$ cat src/rtl/fifo_wr_arbiter.sv
// Round-robin arbiter sharing one FIFO write port between NUM_REQ producers in the wclk domain.
// Optional stall statistics counter is built when FIFO_WR_ARB_STATS_EN is defined.
module fifo_wr_arbiter #(
    parameter int unsigned DATA_WIDTH = 8,
    parameter int unsigned NUM_REQ    = 4,
    parameter int unsigned MAX_BURST  = 4
) (
    input  logic                          wclk,
    input  logic                          wrst_n,
    input  logic [NUM_REQ-1:0]            req,
    input  logic [NUM_REQ*DATA_WIDTH-1:0] req_data,
    input  logic                          full,
`ifdef FIFO_WR_ARB_STATS_EN
    input  logic                          stall_clr,
    output logic [15:0]                   stall_cnt,
`endif
    output logic [NUM_REQ-1:0]            gnt,
    output logic                          wr_en,
    output logic [DATA_WIDTH-1:0]         din,
    output logic                          busy,
    output logic [2:0]                    owner
);

    localparam int unsigned CNT_W = 5;

    typedef enum logic {IDLE, BURST} state_t;

    state_t             state, state_nxt;
    logic [2:0]         owner_nxt;
    logic [2:0]         last_owner, last_owner_nxt;
    logic [CNT_W-1:0]   cnt, cnt_nxt;

    logic               own_req;
    logic [DATA_WIDTH-1:0] own_data;
    logic               arb_hit;
    logic [2:0]         arb_idx;
    logic [2:0]         cand;

    // Select the current owner's request and data word
    always_comb begin
        own_req  = 1'b0;
        own_data = '0;
        for (int unsigned i = 0; i < NUM_REQ; i++) begin
            if (owner == 3'(i)) begin
                own_req  = req[i];
                own_data = req_data[i*DATA_WIDTH +: DATA_WIDTH];
            end
        end
    end

    // Round-robin search starting just after the last owner
    always_comb begin
        arb_hit = 1'b0;
        arb_idx = '0;
        cand    = '0;
        for (int unsigned k = 1; k <= NUM_REQ; k++) begin
            cand = 3'((32'(last_owner) + k) % NUM_REQ);
            for (int unsigned i = 0; i < NUM_REQ; i++) begin
                if (!arb_hit && cand == 3'(i) && req[i]) begin
                    arb_hit = 1'b1;
                    arb_idx = cand;
                end
            end
        end
    end

    always_ff @(posedge wclk or negedge wrst_n) begin
        if (!wrst_n) begin
            state      <= IDLE;
            owner      <= '0;
            last_owner <= 3'(NUM_REQ - 1);
            cnt        <= '0;
        end else begin
            state      <= state_nxt;
            owner      <= owner_nxt;
            last_owner <= last_owner_nxt;
            cnt        <= cnt_nxt;
        end
    end

    // Next state and write-port drive; full always blocks the write
    always_comb begin
        state_nxt      = state;
        owner_nxt      = owner;
        last_owner_nxt = last_owner;
        cnt_nxt        = cnt;
        wr_en          = 1'b0;
        gnt            = '0;
        din            = '0;
        unique case (state)
            IDLE: begin
                if (arb_hit) begin
                    owner_nxt = arb_idx;
                    cnt_nxt   = '0;
                    state_nxt = BURST;
                end
            end
            BURST: begin
                wr_en = own_req & ~full;
                if (wr_en) begin
                    gnt     = NUM_REQ'(1) << owner;
                    din     = own_data;
                    cnt_nxt = cnt + CNT_W'(1);
                end
                if ((wr_en && cnt == CNT_W'(MAX_BURST - 1)) || !own_req) begin
                    state_nxt      = IDLE;
                    last_owner_nxt = owner;
                    cnt_nxt        = '0;
                end
            end
            default: state_nxt = IDLE;
        endcase
    end

    assign busy = (state == BURST);

`ifdef FIFO_WR_ARB_STATS_EN
    // Saturating count of cycles the owner is held off by full
    always_ff @(posedge wclk or negedge wrst_n) begin
        if (!wrst_n) begin
            stall_cnt <= '0;
        end else if (stall_clr) begin
            stall_cnt <= '0;
        end else if (state == BURST && own_req && full && stall_cnt != 16'hFFFF) begin
            stall_cnt <= stall_cnt + 16'd1;
        end
    end
`endif

endmodule

$ cat config.mk
export PLATFORM = sky130hd
export DESIGN_NAME = fifo_wr_arbiter
export DESIGN_NICKNAME = d
export VERILOG_FILES = /design/src/rtl/fifo_wr_arbiter.sv
export SDC_FILE = /design/constraint.sdc
export NUM_CORES = 1
export LEC_CHECK = 0
export BUFFER_PORTS_ARGS = -buffer_cell sky130_fd_sc_hd__buf_4
export CORE_MARGIN = 2
export CORE_UTILIZATION = 48
export CTS_CLUSTER_SIZE = 16
export DETAILED_ROUTE_END_ITERATION = 10
export PLACE_DENSITY = 0.85
export SETUP_SLACK_MARGIN = 0.1
export SLEW_MARGIN = 25
export SYNTH_ARGS = -nofsm -noshare
export SYNTH_HDL_FRONTEND = slang
export SYNTH_SLANG_ARGS = --single-unit
$ cat constraint.sdc
create_clock -name wclk -period 4.6 [get_ports wclk]
set_clock_uncertainty 0.2 [all_clocks]
set_input_delay 0.46 -clock wclk [delete_from_list [all_inputs] [get_ports wclk]]
set_output_delay 0.46 -clock wclk [all_outputs]
set_load 0.05 [all_outputs]
# After elaboration in Yosys (flattened, before gate mapping)
# Index checks and enable logic that the tools add are counted.
# totals
regBits	11
latch_bits	0
ramBits	0
rom_bits	0
output_inout_bits	17
memories	0
# classes
add_sub_neg	5
multipliers	0
div_mod_pow	0
magnitude_cmp	0
n_eq_ne	18
shift	1
mux	52
bitwise_logic	3
reduce_logical	57
# op_table
operator	count
8-bit two-way mux	6
3-bit two-way mux	15
1-bit logical AND	32
1-bit two-way mux	23
2-bit == test (second input constant)	8
1-bit logical NOT	16
3-bit logical NOT	5
5-bit two-way mux	3
5-bit one-hot mux with 2 select lines	1
2-bit by 1-bit == test with 1-bit output (second input constant)	4
4-bit two-way mux	2
3-bit by 2-bit == test with 1-bit output (second input constant)	2
2-bit AND reduction	3
5-bit by 1-bit adder with 5-bit output (second input constant)	1
5-bit by 2-bit == test with 1-bit output (second input constant)	1
2-bit by 1-bit adder with 2-bit output (second input constant)	2
2-bit adder (second input constant)	2
1-bit by 3-bit left shift with 4-bit output (first input constant)	1
3-bit by 1-bit == test with 1-bit output (second input constant)	1
3-bit by 1-bit != test with 1-bit output (second input constant)	1
2-bit two-way mux	1
2-bit != test (second input constant)	1
1-bit NOT	2
1-bit one-hot mux with 2 select lines	1
other kinds (2)	2

# Logic depth before layout (Yosys ltp)
# Gate-level depths: netlist of run 1.
# logic_depth
word_depth	66
mapped_depth	7

# Least setup slack after synthesis of run 1
# OpenSTA, ideal clock, no wires.
# synth_timing
path_type	reg2out
startpoint	register owner[1]
endpoint	output port gnt[0]
t_arrival_ns	2.329
path_slack_ns	1.611
path_stages_with_launch	5
path_buffers	0
cell_sequence	dfrtp_1 mux4_2 and2_4 nand2b_2 nor3_1
# synth_via
elab_chain_cells	8
word_cells_on_any_way	12
cone_classes	eq/ne: 3; shift: 1; mux: 6; bitwise: 1; reduce/logical: 1
# synth_rtl
element	line_no	text
start: declaration	21	output logic [2:0] owner
start signal: assignment	75	owner <= owner_nxt;
3-bit logical NOT	44	if (owner == 3'(i)) begin
1-bit two-way mux (4 in a row)	44	
1-bit AND	99	wr_en = own_req & ~full;
4-bit two-way mux (*)	100	if (wr_en) begin
4-bit two-way mux (*)	90	unique case (state)
end: declaration	17	output logic [NUM_REQ-1:0] gnt,
# Mark *: on every way between the ends. The rest lies on a longest branch, timed or not.

# Worst setup path in the final report of run 1
# layout_timing
startpoint	register owner[0]
endpoint	output port gnt[2]
# Same word-level chain as after synthesis.

==> results.yml, run 1 <==
power:
  power_density_mw_per_mm2: 607.0
  irDropWorstVdd_v: 0.0004336
  leakagePower_nw: 0.7101
cells_and_area:
  regArea_um2: 252.7
  diodes: 0
  layout-drive-gt1-share_pct: 44.17
  area_growth_pct: 43.73
  nets: 208
  multi_input_area_um2: 730.7
  layoutNonFillerInstCount: 190
  fillCellCount: 155
setup_path:
  cp_max_fo: 13
  cp_top_family: "flip-flops"
  slowest_stage: "dfrtp_1"
  end_kind: "output pin"
  path_buf_inv: 2
  worstPathRequired_ps: 3940
  cp.arrival_ps: 2430
  crit_path_start_kind: "flip-flop"
  crit_chain: "mux4_2, and2_4, nand2b_2, inv_1, and3_1, buf_4"
  crit_type: "flip-flop to output pin"
  crit_path_max_incr_delay_ps: 730
clock_network:
  cts-root-buf: "clkbuf_4"
  numCtsBuffers: 3
  cts_setup_buffers: 0
  max-clock-path-buffers: 2
  clock-sinks: 10
  htree_levels: 1
  cts_tree: "built"
  clk_pin_slew_ps: 70
  worstSkewPairLatency_ps: 270
  cts-resized-gates: 0
  cts_hold_buf: 1
placed_design:
  dp_cells: 185
  dp_hpwl_mm: 2.322
  gp_congestion: 0.8401
  place_ws_ps: 1802
  io_buffers: 54
routing:
  drt_iter0_drc: 24
  vias: 1070
  drc: 0
  finalWirelength_mm: 2.842
  dr.pass1.iters: 4
  drt-wirelength-per-cell_um: 14.96
  detail-route-antenna-nets: 0
  via_per_inst: 5.632
synthesis:
  yosysMostFrequentCell: "and2_1"
  synthArstFlopShare_pct: 100.0
  yosysTopAreaCellShare_pct: 19.52
  synth_mux_area_share_pct: 22.53
  synth-seq-area-share_pct: 24.34
  synth_top_family_by_area: "simple AND/OR/NAND/NOR gates"
  synth_edf_count: 0
  synth-compound-area-share_pct: 18.43
  synth_cells: 108
  syn_area_mm2: 0.001038
  synthSimpleGateAreaFrac_pct: 23.01
  synthAdderAreaFrac_pct: 6.024
  synth_nets: 152
  synth_area_per_cell_um2: 9.616
  synth_cell_type_count: 38
  synthFlopType: "dfrtp_1"
  synth_top_cell_by_area: "mux4_2"
  ys.warnings.count: 0
  ys_ff_latch: 10
  yosys-top-cells-count: "and2_1 (12), inv_1 (9), mux4_2 (9), nand2_1 (9)"
  synthTopCellsByArea: "mux4_2 (20%), dfrtp_1 (19%), and2_1 (7.2%)"
  synth-xor-area-share_pct: 0
sta:
  tightest_slew_ps: 608.4
  setup_slack_ps: 1512
  layout_min_cycle_time_ps: 3088
  relSlewSlack_pct: 59.44
  hold_viol: 0
  rsz0062_at_grt: "false"
  fin_tns_setup_ps: 0
  slew_viol_final: 0
  finalCritPeriodShare_pct: 67.13
  fmax_mhz: 323.8
  setup_viol: 0
grt:
  grt_usage_pct: 24.19
  grt_remaining_overflow: 0
  antenna_found_initial: 0
  grt_pass1_wl_mm: 4.629
  grt_start_max_net_pins: 17
  first_global_vias: 1019
floorplanning:
  die_h_um: 50.52
  dieArea_mm2: 0.002552
  io-pin-count: 56
  die_width_um: 50.52
  start_util_pct: 51.88
  num_rows: 16
  core_area_mm2: 0.002002
worst_hold_path:
  hp-class: "flip-flop to flip-flop"
job:
  drv_cap: 0
status:
  status: "finished, final reports clean"
sequential cells by signal, summed over array words and instances (netlist names):
name / count
busy: 1
owner: 2
cnt: 5
last_owner: 2
path summary, 6_finish.rpt:
kind | startpoint | to | slack, ps | cells after the start
max | owner[0]$_DFFE_PN0P_ | gnt[2] | 1510 | 6
min | cnt[3]$_DFFE_PN0P_ | cnt[3]$_DFFE_PN0P_ | 310 | 1
max reg2reg | last_owner[0]$_DFFE_PN1P_ | cnt[0]$_DFFE_PN0P_ | 2070 | 7
min reg2reg | cnt[3]$_DFFE_PN0P_ | cnt[3]$_DFFE_PN0P_ | 310 | 1
max in group asynchronous | wrst_n | last_owner[1]$_DFFE_PN1P_ | 3640 | 2
min in group asynchronous | wrst_n | cnt[3]$_DFFE_PN0P_ | 340 | 2
area by class of cell:
class | count | area share, %
multi-input combinational | 85 | 48.95
clock buffer | 4 | 1.760
sequential | 10 | 16.93
timing repair buffer | 55 | 27.83
tap | 27 | 2.263
inverter | 9 | 2.263
stage by stage:
step	total power [mW]	area [um^2]	util, %	hold WS (ps)
2_1_floorplan	0.6814	1039	-	-35.59
3_3_place_gp	0.8226	1456	72.75	92.33
3_5_place_dp	0.8380	1456	72.75	97.22
4_1_cts	0.9092	1493	74.56	311.2
5_1_grt	0.9783	1493	74.56	327.7
6_report	0.9061	1493	74.56	313.0
metal layers:
metal	part of all wire, %	vias to the layer above	GRT usage (%)
met5	0	-	0
met4	1.6	0	8.108
met3	10	5	5.060
met2	48	50	41.23
met1	40	492	30.44
li1	-	523	-
layout by cell type, fill, tap and decap left out, types with 5 or more instances in the layout:
cell type,count
nand2_1,9
mux4_2,9
dfrtp_1,8
buf_4,54
and2_1,12
o21ai_0,5
nor3_1,5
ha_1,5
inv_1,9
a22oi_1,8
power breakdown:
part | internal [mW] | switching, mW | total (mW)
combinational | 0.279 | 0.366 | 0.645
sequential | 0.123 | 0.0716 | 0.195
clock | 0.0337 | 0.0330 | 0.0666
kinds of logic after synthesis:
group                      count (synthesis)
AOI/OAI and AO/OA                         27
adders and majority gates                  5
buffers and inverters                     13
DFF                                       10
muxes                                     12
other                                      1
and+or+nand+nor                           40
Power figures use the tool's default switching activity.
==> run 2, diff against run 1 <==
- ABC_AREA: default -> 1
- CORE_UTILIZATION: 48 -> 46
- PLACE_DENSITY: 0.85 -> 0.8
- clock period: 4.6 -> 2.9 ns (I/O delays scaled with it)
==> run 2 against run 1 <==
Sequential share of layout area down 1.2 points; critical path depth up 3; routed wire length up 13%; combinational power up 78%; first-iteration DRC count up 38%; sequential cell count unchanged; cell count up 46%; power up 71%; die area up 11%; utilization down 2.4 points; cell area up 9.0%; largest cell class unchanged.
==> results.yml, run 2 <==
status:
  status: "finished, final reports clean"
cells_and_area:
  largest_reg_flops: 5
  diodes: 0
  layout-drive-gt1-share_pct: 30.92
  postLayoutCoreUtil_pct: 72.14
  layout_commonest_cell: "nand2_1"
  top_register: "cnt"
  design_area_mm2: 0.001627
  nets: 294
  layoutNonFillerInstCount: 277
  reg_top3: "cnt (5), last_owner (2), owner (2)"
  mostFrequentLayoutCells: "nand2_1 (62), buf_4 (60), inv_1 (24)"
  area_growth_pct: 45.25
floorplanning:
  core_area_mm2: 0.002255
  dieArea_mm2: 0.002845
  io-pin-count: 56
  die_width_um: 53.34
  start_util_pct: 49.67
  die_h_um: 53.34
  num_rows: 17
routing:
  finalWirelength_mm: 3.198
  dr.pass1.iters: 4
  vias: 1419
  drt-wirelength-per-cell_um: 11.55
  drt_iter0_drc: 33
  via_per_inst: 5.123
  detail-route-antenna-nets: 0
  drc: 0
grt:
  grt_usage_pct: 23.27
  antenna_found_initial: 0
  grt_pass1_wl_mm: 5.002
  first_global_vias: 1241
  grt_start_max_net_pins: 16
  grt_remaining_overflow: 0
setup_path:
  cp_max_fo: 13
  reg2reg_slack_ps: 670
  crit_path_max_incr_delay_ps: 470
  crit_chain: "nand2_1, o21ai_2, inv_2, nor2_1, nand2_4, nor2_4, nand2_1, o21ai_1, buf_4"
  end_kind: "output pin"
  worst-path-stages: 9
  worstPathRequired_ps: 2410
  crit_path_start_kind: "flip-flop"
  r2r_cells: 11
  crit_type: "flip-flop to output pin"
  path_buf_inv: 2
  timing.rr.end: "cnt[0]$_DFFE_PN0P_"
  crit_top_cell: "nand2_1"
  cp_top_family: "simple AND/OR/NAND/NOR gates"
  slowest_stage: "dfrtp_2"
  cp.arrival_ps: 2030
  reg2reg_from: "last_owner[0]$_DFFE_PN1P_"
synthesis:
  synth-seq-area-share_pct: 22.57
  ys.warnings.count: 0
  synth_cell_type_count: 28
  synth_top_cell_by_area: "nand2_1"
  synthArstFlopShare_pct: 100.0
  synth_mux_area_share_pct: 0
  synthFlopType: "dfrtp_1"
  syn_area_mm2: 0.001120
  synth-xor-area-share_pct: 0.7821
  synth_cells: 189
  ys_ff_latch: 10
  synthTopCellsByArea: "nand2_1 (21%), dfrtp_1 (18%), o21ai_0 (9.8%)"
  synth_edf_count: 0
  synth_area_per_cell_um2: 5.925
  yosysMostFrequentCell: "nand2_1"
  yosys-top-cells-count: "nand2_1 (62), inv_1 (24), o21ai_0 (22), nand3_1 (18), nor2_1 (14)"
  synth_nets: 233
  yosysTopAreaCellShare_pct: 20.78
  synth-compound-area-share_pct: 19.89
  synth_top_family_by_area: "simple AND/OR/NAND/NOR gates"
  synthSimpleGateAreaFrac_pct: 39.55
  synthAdderAreaFrac_pct: 5.587
clock_network:
  clock-sinks: 10
  cts-root-buf: "clkbuf_4"
  worstSkewPairLatency_ps: 260
  numCtsBuffers: 3
  htree_levels: 1
  max-clock-path-buffers: 2
  clk_pin_slew_ps: 60
  cts_tree: "built"
power:
  finalPower_mw: 1.553
  irDropWorstVdd_v: 0.0008779
  p_sw_share_pct: 56.95
  switchingPower_mw: 0.8845
  p_seq_share_pct: 17.8
  internal-power_mw: 0.6687
  combPwrFrac_pct: 74.2
  leakagePower_nw: 0.8688
  power_density_mw_per_mm2: 954.9
  power_frac_clock_pct: 8.0
placed_design:
  dp_cells: 266
  place_ws_ps: 396.3
  gp_congestion: 0.8385
  io_buffers: 54
  dpl_cell_area_mm2: 0.001528
  dp_hpwl_mm: 2.458
sta:
  hold_viol: 0
  timing.hold.ws_ps: 187.8
  fmax_mhz: 396.1
  setup_viol: 0
  fin_tns_setup_ps: 0
  layout_min_cycle_time_ps: 2525
  finalCritPeriodShare_pct: 87.05
  setup_slack_ps: 375.5
  rsz0062_at_grt: "false"
  slew_viol_final: 0
worst_hold_path:
  hp-class: "input pin to async pin"
job:
  drv_cap: 0
[run 2: what timing repair did]
action                                 in CTS  in global routing
endpoints found under the hold margin      10                  0
hold buffers                                1                  0
setup endpoints to repair                   1                  7
gates resized for setup                     1                  2
pin swaps                                   0                  0
buffers inserted                            0                  6
[run 2: power by group through the flow]
stage               Sequential, mW  Clock (mW)  Combinational [mW]
floorplan                    0.313           0               0.774
global placement             0.282           0                1.05
detailed placement           0.287           0                1.06
CTS                          0.286       0.126                1.07
global route                 0.283       0.133                1.29
finish                       0.276       0.124                1.15
[run 2: kinds of logic after synthesis]
logic type | after synthesis
and+or+nand+nor | 103
AOI/OAI and AO/OA | 39
buffers and inverters | 30
DFF | 10
adders and majority gates | 5
xor gates and xnor gates | 1
other | 1
[run 2: worst max-delay path by stage]
stage	start	to	slack (ps)
2_1_floorplan	owner[0]$_DFFE_PN0P_	din[0]	150
3_3_place_gp	owner[0]$_DFFE_PN0P_	din[0]	440
3_5_place_dp	owner[0]$_DFFE_PN0P_	din[1]	400
4_1_cts	owner[1]$_DFFE_PN0P_	din[1]	160
5_1_grt	owner[0]$_DFFE_PN0P_	din[2]	120
6_report	owner[0]$_DFFE_PN0P_	din[2]	380
[run 2: final cells by class]
| type | instances | area [um^2] |
|---|---|---|
| Multi-Input combinational cell | 149 | 745.7 |
| Fill cell | 190 | 628.1 |
| Timing Repair Buffer | 61 | 460.4 |
| Sequential cell | 10 | 255.2 |
| Inverter | 25 | 93.84 |
| Clock buffer | 4 | 36.28 |
| Tap cell | 28 | 35.03 |
[run 2: routing by layer]
metal,part of all wire [%],GRT usage (%),vias to the layer above
met5,0,0,-
met4,1.6,8.547,0
met3,8.9,3.672,9
met2,47,43.21,52
met1,42,26.17,626
li1,-,-,732
[run 2: worst reg2reg max path: cells and delay by family, from the launching register on]
family / cells / cell delay, ps
DFF: 1 / 560
AOI/OAI and AO/OA: 1 / 90
adders and majority gates: 1 / 250
and+or+nand+nor: 8 / 940
buffers and inverters: 1 / 90
